### src/rtl/atm_keypad_entry_if.sv
// Keypad-side bus for atm_keypad_entry. The echo signals exist only when
// KEYPAD_ECHO_EN is defined.
interface atm_keypad_entry_if;
   logic        start;
   logic [2:0]  field_id;
   logic        key_valid;
   logic [3:0]  key_code;
   logic        pin_accept;
   logic        pin_reject;
   logic        busy;
   logic [11:0] value_out;
   logic [2:0]  value_field;
   logic        value_valid;
   logic        cancel_out;
   logic        timeout_out;
   logic [1:0]  digit_cnt;
   logic [2:0]  fail_cnt;
   logic        locked;
`ifdef KEYPAD_ECHO_EN
   logic [11:0] disp_digits;
   logic [1:0]  disp_cnt;
`endif

   modport master (
`ifdef KEYPAD_ECHO_EN
      input  disp_digits,
      input  disp_cnt,
`endif
      output start,
      output field_id,
      output key_valid,
      output key_code,
      output pin_accept,
      output pin_reject,
      input  busy,
      input  value_out,
      input  value_field,
      input  value_valid,
      input  cancel_out,
      input  timeout_out,
      input  digit_cnt,
      input  fail_cnt,
      input  locked
   );

   modport slave (
`ifdef KEYPAD_ECHO_EN
      output disp_digits,
      output disp_cnt,
`endif
      input  start,
      input  field_id,
      input  key_valid,
      input  key_code,
      input  pin_accept,
      input  pin_reject,
      output busy,
      output value_out,
      output value_field,
      output value_valid,
      output cancel_out,
      output timeout_out,
      output digit_cnt,
      output fail_cnt,
      output locked
   );
endinterface

### src/rtl/atm_keypad_entry.sv
// ATM keypad front-end: collects 3-nibble field values, tracks PIN failures and lockout.
// Optional masked display echo is enabled with the KEYPAD_ECHO_EN macro.
module atm_keypad_entry #(
   parameter int TIMEOUT_CYC = 1000,
   parameter int MAX_TRIES   = 3,
   parameter int CNT_W       = 10
) (
   input  logic               clk,
   input  logic               rst,
   atm_keypad_entry_if.slave  bus
);

   typedef enum logic [0:0] {
      S_IDLE    = 1'b0,
      S_COLLECT = 1'b1
   } state_t;

   localparam logic [CNT_W-1:0] TMO_LAST  = CNT_W'(TIMEOUT_CYC - 1);
   localparam logic [2:0]       MAX_T     = 3'(MAX_TRIES);
   localparam logic [2:0]       FIELD_PIN = 3'd1;
   localparam logic [3:0]       K_ENTER   = 4'hA;
   localparam logic [3:0]       K_CLEAR   = 4'hB;
   localparam logic [3:0]       K_CANCEL  = 4'hC;
   localparam logic [3:0]       K_BKSP    = 4'hD;

   state_t           state_r, state_n;
   logic [2:0]       field_r, field_n;
   logic [11:0]      shift_r, shift_n;
   logic [1:0]       cnt_r, cnt_n;
   logic [CNT_W-1:0] timer_r, timer_n;
   logic [11:0]      value_r, value_n;
   logic [2:0]       vfield_r, vfield_n;
   logic             vv_r, vv_n;
   logic             can_r, can_n;
   logic             to_r, to_n;
   logic             busy_r;
   logic [2:0]       fail_r, fail_n;
   logic             locked_r, locked_n;
   logic             lock_set_s;
   logic             key_hit_s;

   // PIN needs all three digits; every other field needs at least one.
   function automatic logic enter_ok(input logic [2:0] fld, input logic [1:0] cnt);
      logic ok;
      if (fld == FIELD_PIN) begin
         ok = (cnt == 2'd3);
      end else begin
         ok = (cnt != 2'd0);
      end
      return ok;
   endfunction

   // E/F strobes are treated as if no key arrived at all.
   assign key_hit_s  = bus.key_valid && (bus.key_code < 4'hE);
   assign lock_set_s = locked_n && !locked_r;

   // Failure counter: reject wins over accept, accept cannot unlock.
   always_comb begin
      fail_n   = fail_r;
      locked_n = locked_r;
      if (bus.pin_reject) begin
         if (fail_r < MAX_T) begin
            fail_n = fail_r + 3'd1;
         end else begin
            fail_n = fail_r;
         end
      end else if (bus.pin_accept && !locked_r) begin
         fail_n = 3'd0;
      end else begin
         fail_n = fail_r;
      end
      if (fail_n == MAX_T) begin
         locked_n = 1'b1;
      end else begin
         locked_n = locked_r;
      end
   end

   // Entry FSM next-state and datapath.
   always_comb begin
      state_n  = state_r;
      field_n  = field_r;
      shift_n  = shift_r;
      cnt_n    = cnt_r;
      timer_n  = timer_r;
      value_n  = value_r;
      vfield_n = vfield_r;
      vv_n     = 1'b0;
      can_n    = 1'b0;
      to_n     = 1'b0;
      case (state_r)
         S_IDLE: begin
            if (bus.start && !locked_r && !lock_set_s) begin
               state_n = S_COLLECT;
               field_n = bus.field_id;
               shift_n = 12'h000;
               cnt_n   = 2'd0;
               timer_n = {CNT_W{1'b0}};
            end else begin
               state_n = S_IDLE;
            end
         end
         S_COLLECT: begin
            if (lock_set_s) begin
               state_n = S_IDLE;
               shift_n = 12'h000;
               cnt_n   = 2'd0;
               can_n   = 1'b1;
            end else if (key_hit_s) begin
               timer_n = {CNT_W{1'b0}};
               case (bus.key_code)
                  K_ENTER: begin
                     if (enter_ok(field_r, cnt_r)) begin
                        value_n  = shift_r;
                        vfield_n = field_r;
                        vv_n     = 1'b1;
                        state_n  = S_IDLE;
                        shift_n  = 12'h000;
                        cnt_n    = 2'd0;
                     end else begin
                        state_n = S_COLLECT;
                     end
                  end
                  K_CLEAR: begin
                     shift_n = 12'h000;
                     cnt_n   = 2'd0;
                  end
                  K_CANCEL: begin
                     state_n = S_IDLE;
                     shift_n = 12'h000;
                     cnt_n   = 2'd0;
                     can_n   = 1'b1;
                  end
                  K_BKSP: begin
                     if (cnt_r != 2'd0) begin
                        shift_n = {4'h0, shift_r[11:4]};
                        cnt_n   = cnt_r - 2'd1;
                     end else begin
                        cnt_n = cnt_r;
                     end
                  end
                  4'h0, 4'h1, 4'h2, 4'h3, 4'h4,
                  4'h5, 4'h6, 4'h7, 4'h8, 4'h9: begin
                     if (cnt_r != 2'd3) begin
                        shift_n = {shift_r[7:0], bus.key_code};
                        cnt_n   = cnt_r + 2'd1;
                     end else begin
                        cnt_n = cnt_r;
                     end
                  end
                  default: begin
                     state_n = S_COLLECT;
                  end
               endcase
            end else if (timer_r == TMO_LAST) begin
               state_n = S_IDLE;
               shift_n = 12'h000;
               cnt_n   = 2'd0;
               to_n    = 1'b1;
            end else begin
               timer_n = timer_r + {{(CNT_W-1){1'b0}}, 1'b1};
            end
         end
         default: begin
            state_n = S_IDLE;
         end
      endcase
   end

   // State and output registers.
   always_ff @(posedge clk) begin
      if (rst) begin
         state_r  <= S_IDLE;
         field_r  <= 3'd0;
         shift_r  <= 12'h000;
         cnt_r    <= 2'd0;
         timer_r  <= {CNT_W{1'b0}};
         value_r  <= 12'h000;
         vfield_r <= 3'd0;
         vv_r     <= 1'b0;
         can_r    <= 1'b0;
         to_r     <= 1'b0;
         busy_r   <= 1'b0;
         fail_r   <= 3'd0;
         locked_r <= 1'b0;
      end else begin
         state_r  <= state_n;
         field_r  <= field_n;
         shift_r  <= shift_n;
         cnt_r    <= cnt_n;
         timer_r  <= timer_n;
         value_r  <= value_n;
         vfield_r <= vfield_n;
         vv_r     <= vv_n;
         can_r    <= can_n;
         to_r     <= to_n;
         busy_r   <= (state_n == S_COLLECT);
         fail_r   <= fail_n;
         locked_r <= locked_n;
      end
   end

   assign bus.busy        = busy_r;
   assign bus.value_out   = value_r;
   assign bus.value_field = vfield_r;
   assign bus.value_valid = vv_r;
   assign bus.cancel_out  = can_r;
   assign bus.timeout_out = to_r;
   assign bus.digit_cnt   = cnt_r;
   assign bus.fail_cnt    = fail_r;
   assign bus.locked      = locked_r;

`ifdef KEYPAD_ECHO_EN
   logic [11:0] disp_digits_r;
   logic [1:0]  disp_cnt_r;

   // Held nibbles are shown as-is, or as F when the field is a PIN.
   function automatic logic [11:0] echo_view(input logic [11:0] d, input logic [1:0] c,
                                             input logic pin);
      logic [11:0] view;
      view = 12'h000;
      for (int i = 0; i < 3; i++) begin
         if (i < int'(c)) begin
            view[4*i +: 4] = pin ? 4'hF : d[4*i +: 4];
         end else begin
            view[4*i +: 4] = 4'h0;
         end
      end
      return view;
   endfunction

   // Display mirror follows the next entry state so it lines up with digit_cnt.
   always_ff @(posedge clk) begin
      if (rst) begin
         disp_digits_r <= 12'h000;
         disp_cnt_r    <= 2'd0;
      end else if (state_n == S_COLLECT) begin
         disp_digits_r <= echo_view(shift_n, cnt_n, field_n == FIELD_PIN);
         disp_cnt_r    <= cnt_n;
      end else begin
         disp_digits_r <= 12'h000;
         disp_cnt_r    <= 2'd0;
      end
   end

   assign bus.disp_digits = disp_digits_r;
   assign bus.disp_cnt    = disp_cnt_r;
`endif

endmodule

### src/flat_wrapper.sv
// flat-port wrapper written by rule: the top's interface ports become plain ports
module atm_keypad_entry_flat 
#(
   parameter int TIMEOUT_CYC = 1000,
   parameter int MAX_TRIES   = 3,
   parameter int CNT_W       = 10
)
  (clk, rst, bus_start, bus_field_id, bus_key_valid, bus_key_code, bus_pin_accept, bus_pin_reject, bus_busy, bus_value_out, bus_value_field, bus_value_valid, bus_cancel_out, bus_timeout_out, bus_digit_cnt, bus_fail_cnt, bus_locked);
  atm_keypad_entry_if bus_i ();
  input  logic clk;
  input  logic rst;
  input wire logic [$bits(bus_i.start)-1:0] bus_start;
  input wire logic [$bits(bus_i.field_id)-1:0] bus_field_id;
  input wire logic [$bits(bus_i.key_valid)-1:0] bus_key_valid;
  input wire logic [$bits(bus_i.key_code)-1:0] bus_key_code;
  input wire logic [$bits(bus_i.pin_accept)-1:0] bus_pin_accept;
  input wire logic [$bits(bus_i.pin_reject)-1:0] bus_pin_reject;
  output wire logic [$bits(bus_i.busy)-1:0] bus_busy;
  output wire logic [$bits(bus_i.value_out)-1:0] bus_value_out;
  output wire logic [$bits(bus_i.value_field)-1:0] bus_value_field;
  output wire logic [$bits(bus_i.value_valid)-1:0] bus_value_valid;
  output wire logic [$bits(bus_i.cancel_out)-1:0] bus_cancel_out;
  output wire logic [$bits(bus_i.timeout_out)-1:0] bus_timeout_out;
  output wire logic [$bits(bus_i.digit_cnt)-1:0] bus_digit_cnt;
  output wire logic [$bits(bus_i.fail_cnt)-1:0] bus_fail_cnt;
  output wire logic [$bits(bus_i.locked)-1:0] bus_locked;
  assign bus_i.start = bus_start;
  assign bus_i.field_id = bus_field_id;
  assign bus_i.key_valid = bus_key_valid;
  assign bus_i.key_code = bus_key_code;
  assign bus_i.pin_accept = bus_pin_accept;
  assign bus_i.pin_reject = bus_pin_reject;
  assign bus_busy = bus_i.busy;
  assign bus_value_out = bus_i.value_out;
  assign bus_value_field = bus_i.value_field;
  assign bus_value_valid = bus_i.value_valid;
  assign bus_cancel_out = bus_i.cancel_out;
  assign bus_timeout_out = bus_i.timeout_out;
  assign bus_digit_cnt = bus_i.digit_cnt;
  assign bus_fail_cnt = bus_i.fail_cnt;
  assign bus_locked = bus_i.locked;
  atm_keypad_entry #(.TIMEOUT_CYC(TIMEOUT_CYC), .MAX_TRIES(MAX_TRIES), .CNT_W(CNT_W)) u_core (.clk(clk), .rst(rst), .bus(bus_i));
endmodule
### config.mk
export PLATFORM = sky130hd
export DESIGN_NAME = atm_keypad_entry_flat
export DESIGN_NICKNAME = d
export VERILOG_FILES = /design/src/rtl/atm_keypad_entry_if.sv /design/src/rtl/atm_keypad_entry.sv /design/src/flat_wrapper.sv
export SDC_FILE = /design/constraint.sdc
export NUM_CORES = 1
export LEC_CHECK = 0
export ABC_AREA = 1
export CELL_PAD_IN_SITES_DETAIL_PLACEMENT = 0
export CELL_PAD_IN_SITES_GLOBAL_PLACEMENT = 1
export CORE_MARGIN = 1.5
export CORE_UTILIZATION = 40
export DETAILED_ROUTE_END_ITERATION = 12
export GPL_ROUTABILITY_DRIVEN = 0
export GPL_TIMING_DRIVEN = 1
export PLACE_DENSITY = 0.86
export REMOVE_ABC_BUFFERS = 1
export SETUP_SLACK_MARGIN = 0.5
export SYNTH_ARGS = -nofsm -noshare
export SYNTH_HDL_FRONTEND = slang
export SYNTH_SLANG_ARGS = --single-unit
### constraint.sdc
create_clock -name clk -period 4.1 [get_ports clk]
set_clock_uncertainty 0.2 [all_clocks]
set_input_delay 0.82 -clock clk [delete_from_list [all_inputs] [get_ports clk]]
set_output_delay 0.82 -clock clk [all_outputs]
set_load 0.1 [all_outputs]
==> results of run 1 <==
==> routing by layer <==
metal  GRT usage, %  vias to the layer above  part of all wire [%]
met3          3.777                        7                   5.6
met1          24.68                     1010                    53
met4          4.545                        0                   1.1
li1               -                     1262                     -
met2          25.65                       50                    41
met5              0                        -                     0
==> final cells by class <==
cell class,instances,area share [%]
multi-input combinational,252,41.27
timing repair buffer,38,12.35
sequential,50,32.72
inverter,61,7.485
tap,75,3.067
clock inverter,2,0.4090
clock buffer,6,2.699
==> kinds of logic after synthesis <==
| family | Yosys count | share of synthesized area, % |
|---|---|---|
| DFF | 50 | 39.02 |
| and+or+nand+nor | 184 | 34.00 |
| xor gates and xnor gates | 1 | 0.3415 |
| adders and majority gates | 2 | 0.9755 |
| buffers and inverters | 72 | 11.76 |
| AOI/OAI and AO/OA | 65 | 13.90 |
==> synthesized netlist by cell type, drive strengths merged <==
cell type / n / area share [%]
nand2: 81 / 13
inv: 61 / 8.9
nor2: 55 / 9.1
dfxtp: 50 / 39
o21ai: 29 / 6.1
a21oi: 28 / 5.5
nand3: 28 / 7.4
nand4: 13 / 3.2
buf: 7 / 2.2
clkbuf: 4 / 0.59
nor3: 4 / 0.78
o22ai: 3 / 0.73
ha: 2 / 0.98
a211oi: 1 / 0.29
a21boi: 1 / 0.29
a31oi: 1 / 0.24
nor3b: 1 / 0.29
nor4: 1 / 0.24
o211ai: 1 / 0.49
o21bai: 1 / 0.29
or2: 1 / 0.24
xor2: 1 / 0.34
==> tightest hold or removal path, delay by kind of cell, from the launching register on <==
family	cells	cell delay, ns
DFF	1	0.32
and+or+nand+nor	2	0.10
==> state kept, by name, indices dropped and copies added (netlist names) <==
name,flops
u_core.bus.cancel_out,1
u_core.bus.digit_cnt,2
u_core.bus.fail_cnt,3
u_core.bus.locked,1
u_core.bus.timeout_out,1
u_core.bus.value_field,3
u_core.bus.value_out,12
u_core.bus.value_valid,1
u_core.field_r,3
u_core.shift_r,12
u_core.state_r,1
u_core.timer_r,10
==> worst paths after layout <==
check / start / to / slack [ns] / cells after the start
hold reg to reg: u_core.shift_r[4] / u_core.bus.value_out[4] / 0.25 / 2
setup / recovery: u_core.bus.fail_cnt[0] / bus_fail_cnt[0] / 1.21 / 1
hold / removal: u_core.shift_r[4] / u_core.bus.value_out[4] / 0.25 / 2
setup reg to reg: u_core.bus.fail_cnt[0] / u_core.bus.value_out[10] / 1.72 / 12
==> power by group through the flow <==
stage,clock [mW],sequential (mW),combinational [mW]
after global routing,0.329,0.538,0.304
after detailed placement,0,0.545,0.274
after global placement,0,0.545,0.272
final,0.300,0.533,0.274
after floorplan,0,0.592,0.155
after CTS,0.309,0.534,0.275
==> stage by stage <==
step | total power, mW | cell area [um^2] | hold WS (ns) | utilization, % | instances
2_1_floorplan | 0.7462 | 2492 | 0.2188 | - | 363
5_1_grt | 1.172 | 3059 | 0.2923 | 50.47 | 484
4_1_cts | 1.117 | 3059 | 0.2586 | 50.47 | 484
3_5_place_dp | 0.8188 | 2964 | 0.2464 | 48.91 | 476
6_report | 1.107 | 3059 | 0.2543 | 50.47 | 484
3_3_place_gp | 0.8168 | 2964 | 0.2390 | 48.91 | 476
==> impl_metrics.ini, run 1 <==
[place]
preCtsSetupSlack_ns = 0.9022
portBuffers = 37
dp_hpwl_um = 4121

[pwr]
clkPwrFrac_pct = 27.1
p_comb_share_pct = 24.7
pwr-share-seq_pct = 48.2
vdd_drop_max_uv = 162.3
p_switching_uw = 376.0
p_leak_nw = 1.276
p_per_area_nw_per_um2 = 361.9
netSwitchingFraction_pct = 33.97
p_int_uw = 731.0

[sta]
hold_violations = 0
final.setup.tns_ns = 0
fmax_mhz = 346.5
worstMarginPinSlew_ns = 0.9753
max_slew_margin_pct = 34.78
fin_ws_ns = 1.214
rsz0062_at_grt = no
setup_viol = 0
fin_crit_ns = 2.886
slew_viol_final = 0
timing.final.crit_share_pct = 70.39

[clock_network]
clock_sinks = 50
cts_buffers = 5
h-tree-depth = 2
cts_tree = done
clk_latency_ns = 0.31
path_clk_slew_ns = 0.09
cts_setup_buffers = 0
cts_buffer_depth = 2
ctsResizeCount = 0
cts_root_buffer = clkbuf_8
cts_hold_buf = 0

[yosys]
yosysUniqueCellTypes = 33
ys_ff_latch = 50
ys_warn_count = 0
ys_seq_area_share_pct = 39.02
synth_area_per_cell_um2 = 6.858
synthCells = 374
syn_area_um2 = 2565

[die]
die_h_um = 83.08
die_x_um = 83.08
pin_count = 38
core_region_area_um2 = 6061
die-area_um2 = 6901
rows = 28
start_util_pct = 42.32

[final_layout]
drive_above_1_share_pct = 7.335
nFillCells = 628
multiInputGateArea_um2 = 1262
final_common_cell = nand2_1
regArea_um2 = 1001
n_antenna_cell = 0
layout_common_cells = nand2_1, inv_1, nor2_1, dfxtp_1, clkdlybuf4s50_1
nNetsFinal = 423
areaGrowthSynthToFinish_pct = 19.27

[grt]
grt-ovfl-total = 0
grt_start_max_net_pins = 28
grt_use_total_pct = 17.08
grt_pass1_vias = 2111
grt_first_pass_wirelength_um = 9894
antenna_found_initial = 0

[detailed_routing]
wl_per_cell_um = 11.76
drc = 0
vias_per_cell = 4.812
num_vias = 2329
antenna_left = 0
routed_wl_um = 5693
drt_iter0_markers = 127
drt-pass1-iter-count = 4

[setup_path]
critPathBufInv = 1
cp.arrival_ns = 1.87
crit_slowest_cell = clkdlybuf4s50_1
critPathKind = register to output port
crit_required_ns = 3.08
slowest_delay_ns = 1.16
cp_max_fo = 5
crit_family = buffers and inverters
crit_path_cell_trace = clkdlybuf4s50_1
cp-start-kind = register
cp-end-kind = output port

[hold_path]
hp-class = register to register

[run_status]
status = complete, no violations

[job]
cap_violations = 0
Note: power is estimated with default switching activity, not from simulation.
==> run 2: changes to the inputs <==
--- a/config.mk
+++ b/config.mk
@@ -9,11 +9,11 @@
 export CELL_PAD_IN_SITES_DETAIL_PLACEMENT = 0
 export CELL_PAD_IN_SITES_GLOBAL_PLACEMENT = 1
 export CORE_MARGIN = 1.5
-export CORE_UTILIZATION = 40
+export CORE_UTILIZATION = 38
 export DETAILED_ROUTE_END_ITERATION = 12
 export GPL_ROUTABILITY_DRIVEN = 0
 export GPL_TIMING_DRIVEN = 1
-export PLACE_DENSITY = 0.86
+export PLACE_DENSITY = 0.83
 export REMOVE_ABC_BUFFERS = 1
 export SETUP_SLACK_MARGIN = 0.5
 export SYNTH_ARGS = -nofsm -noshare
==> constraint.sdc (replaced) <==
create_clock -name clk -period 3 [get_ports clk]
set_clock_uncertainty 0.2 [all_clocks]
set_input_delay 0.6 -clock clk [delete_from_list [all_inputs] [get_ports clk]]
set_output_delay 0.6 -clock clk [all_outputs]
set_load 0.1 [all_outputs]
==> impl_metrics.ini, run 2 (same netlist as run 1, synthesis figures left out) <==
[run_status]
status = finished with violations
violations = design-rule violations

[setup_path]
slowest_delay_ns = 0.53
cp_max_fo = 8
crit_family = buffers and inverters
critPathKind = input port to register
critPathBufInv = 3
crit_required_ns = 3.05
crit_path_cell_trace = clkdlybuf4s50_1, nand2_2, o21ai_4, inv_2, nor2_4, nand3_4, buf_4, nand4_1, nand2_1, nor2_1
crit_slowest_cell = clkdlybuf4s50_1
cp.arrival_ns = 2.41
cp-start-kind = input port
cp-end-kind = register

[detailed_routing]
wl_per_cell_um = 12.89
drt-pass1-iter-count = 9
drt_iter0_markers = 175
routed_wl_um = 6496
drc = 3
antenna_left = 0
num_vias = 2510
vias_per_cell = 4.980

[grt]
grt_pass1_vias = 2183
grt_start_max_net_pins = 24
grt_use_total_pct = 17.92
grt_first_pass_wirelength_um = 10330
antenna_found_initial = 0
grt-ovfl-total = 0

[sta]
fmax_mhz = 424.3
hold_violations = 0
final.setup.tns_ns = 0
whs_ns = 0.2691
timing.final.crit_share_pct = 78.57
fin_ws_ns = 0.6430
slew_viol_final = 0
max_slew_margin_pct = 75.60
setup_viol = 0
worstMarginPinSlew_ns = 0.3651
rsz0062_at_grt = no
fin_crit_ns = 2.357

[pwr]
vdd_drop_max_uv = 278.3
total_power_mw = 1.639
p_int_mw = 1.081
clkPwrFrac_pct = 30.1
p_switching_uw = 558.3
p_comb_share_pct = 25.3
pwr-share-seq_pct = 44.7
p_leak_nw = 1.424
netSwitchingFraction_pct = 34.07
p_per_area_nw_per_um2 = 510.7

[die]
die_h_um = 85.16
pin_count = 38
rows = 29
core_region_area_um2 = 6422
die-area_um2 = 7251
die_x_um = 85.16
start_util_pct = 39.94

[clock_network]
clock_sinks = 50
clk_latency_ns = 0.31
cts_hold_buf = 0
path_clk_slew_ns = 0.10
cts_root_buffer = clkbuf_8
cts_buffer_depth = 2
h-tree-depth = 2
cts_tree = done
cts_buffers = 5

[final_layout]
areaGrowthSynthToFinish_pct = 25.12
final_common_cell = nand2_1
layout_common_cells = nand2_1, inv_1, nor2_1, dfxtp_1, buf_4
drive_above_1_share_pct = 17.10
n_antenna_cell = 0
nNetsFinal = 441
nFillCells = 667

[hold_path]
hp-class = register to register

[job]
cap_violations = 0

[place]
preCtsSetupSlack_ns = 0.03943
dp_hpwl_um = 4397
portBuffers = 37
-- run 2: through the flow --
step                cell area (um^2)  cells  utilization [%]
floorplan                       2492    363                -
global placement                2949    484            45.92
detailed placement              2949    484            45.92
CTS                             3102    495            48.30
global route                    3209    504            49.97
finish                          3209    504            49.97
-- run 2: final cells by class --
type	count	area, um^2	share of cell area (%)
timing repair buffer	52	435.4	13.57
clock inverter	3	45.04	1.404
inverter	61	229.0	7.135
clock buffer	5	68.82	2.144
tap	77	96.34	3.002
sequential	50	1001	31.19
multi-input combinational	256	1334	41.56
-- run 2: power by group through the flow --
stage	logic, mW	clock network [mW]	registers (mW)
4_1_cts	0.384	0.503	0.731
6_report	0.414	0.493	0.732
3_3_place_gp	0.381	0	0.746
2_1_floorplan	0.211	0	0.809
5_1_grt	0.462	0.522	0.736
3_5_place_dp	0.382	0	0.747
-- run 2: final timing paths --
kind	from	to	slack [ns]	cells past startpoint
min	u_core.shift_r[9]	u_core.bus.value_out[9]	0.27	2
max	bus_key_code[3]	u_core.shift_r[3]	0.64	10
min reg2reg	u_core.shift_r[9]	u_core.bus.value_out[9]	0.27	2
max reg2reg	u_core.bus.fail_cnt[0]	u_core.shift_r[0]	0.83	11
-- run 2: what timing repair did --
action / in CTS / in global routing
gates resized for setup: 1 / 5
pin swaps: 1 / 5
setup buffers: 2 / 6
setup endpoints to repair: 16 / 36
hold endpoints to repair: 0 / 0
gates cloned: 1 / 3
-- run 2: layer usage --
| metal | vias to the layer above | GRT usage, % | routed length (um) |
|---|---|---|---|
| met1 | 1130 | 25.26 | 3257 |
| met2 | 63 | 27.92 | 2835 |
| met5 | - | 0 | 0 |
| met3 | 7 | 3.016 | 319 |
| li1 | 1310 | - | - |
| met4 | 0 | 5.812 | 82 |
-- run 2: worst min-delay path, stage by stage (launching register included) --
cell and delay, ns:
dfxtp_1 0.33, nand2_1 0.06, nand2_1 0.04
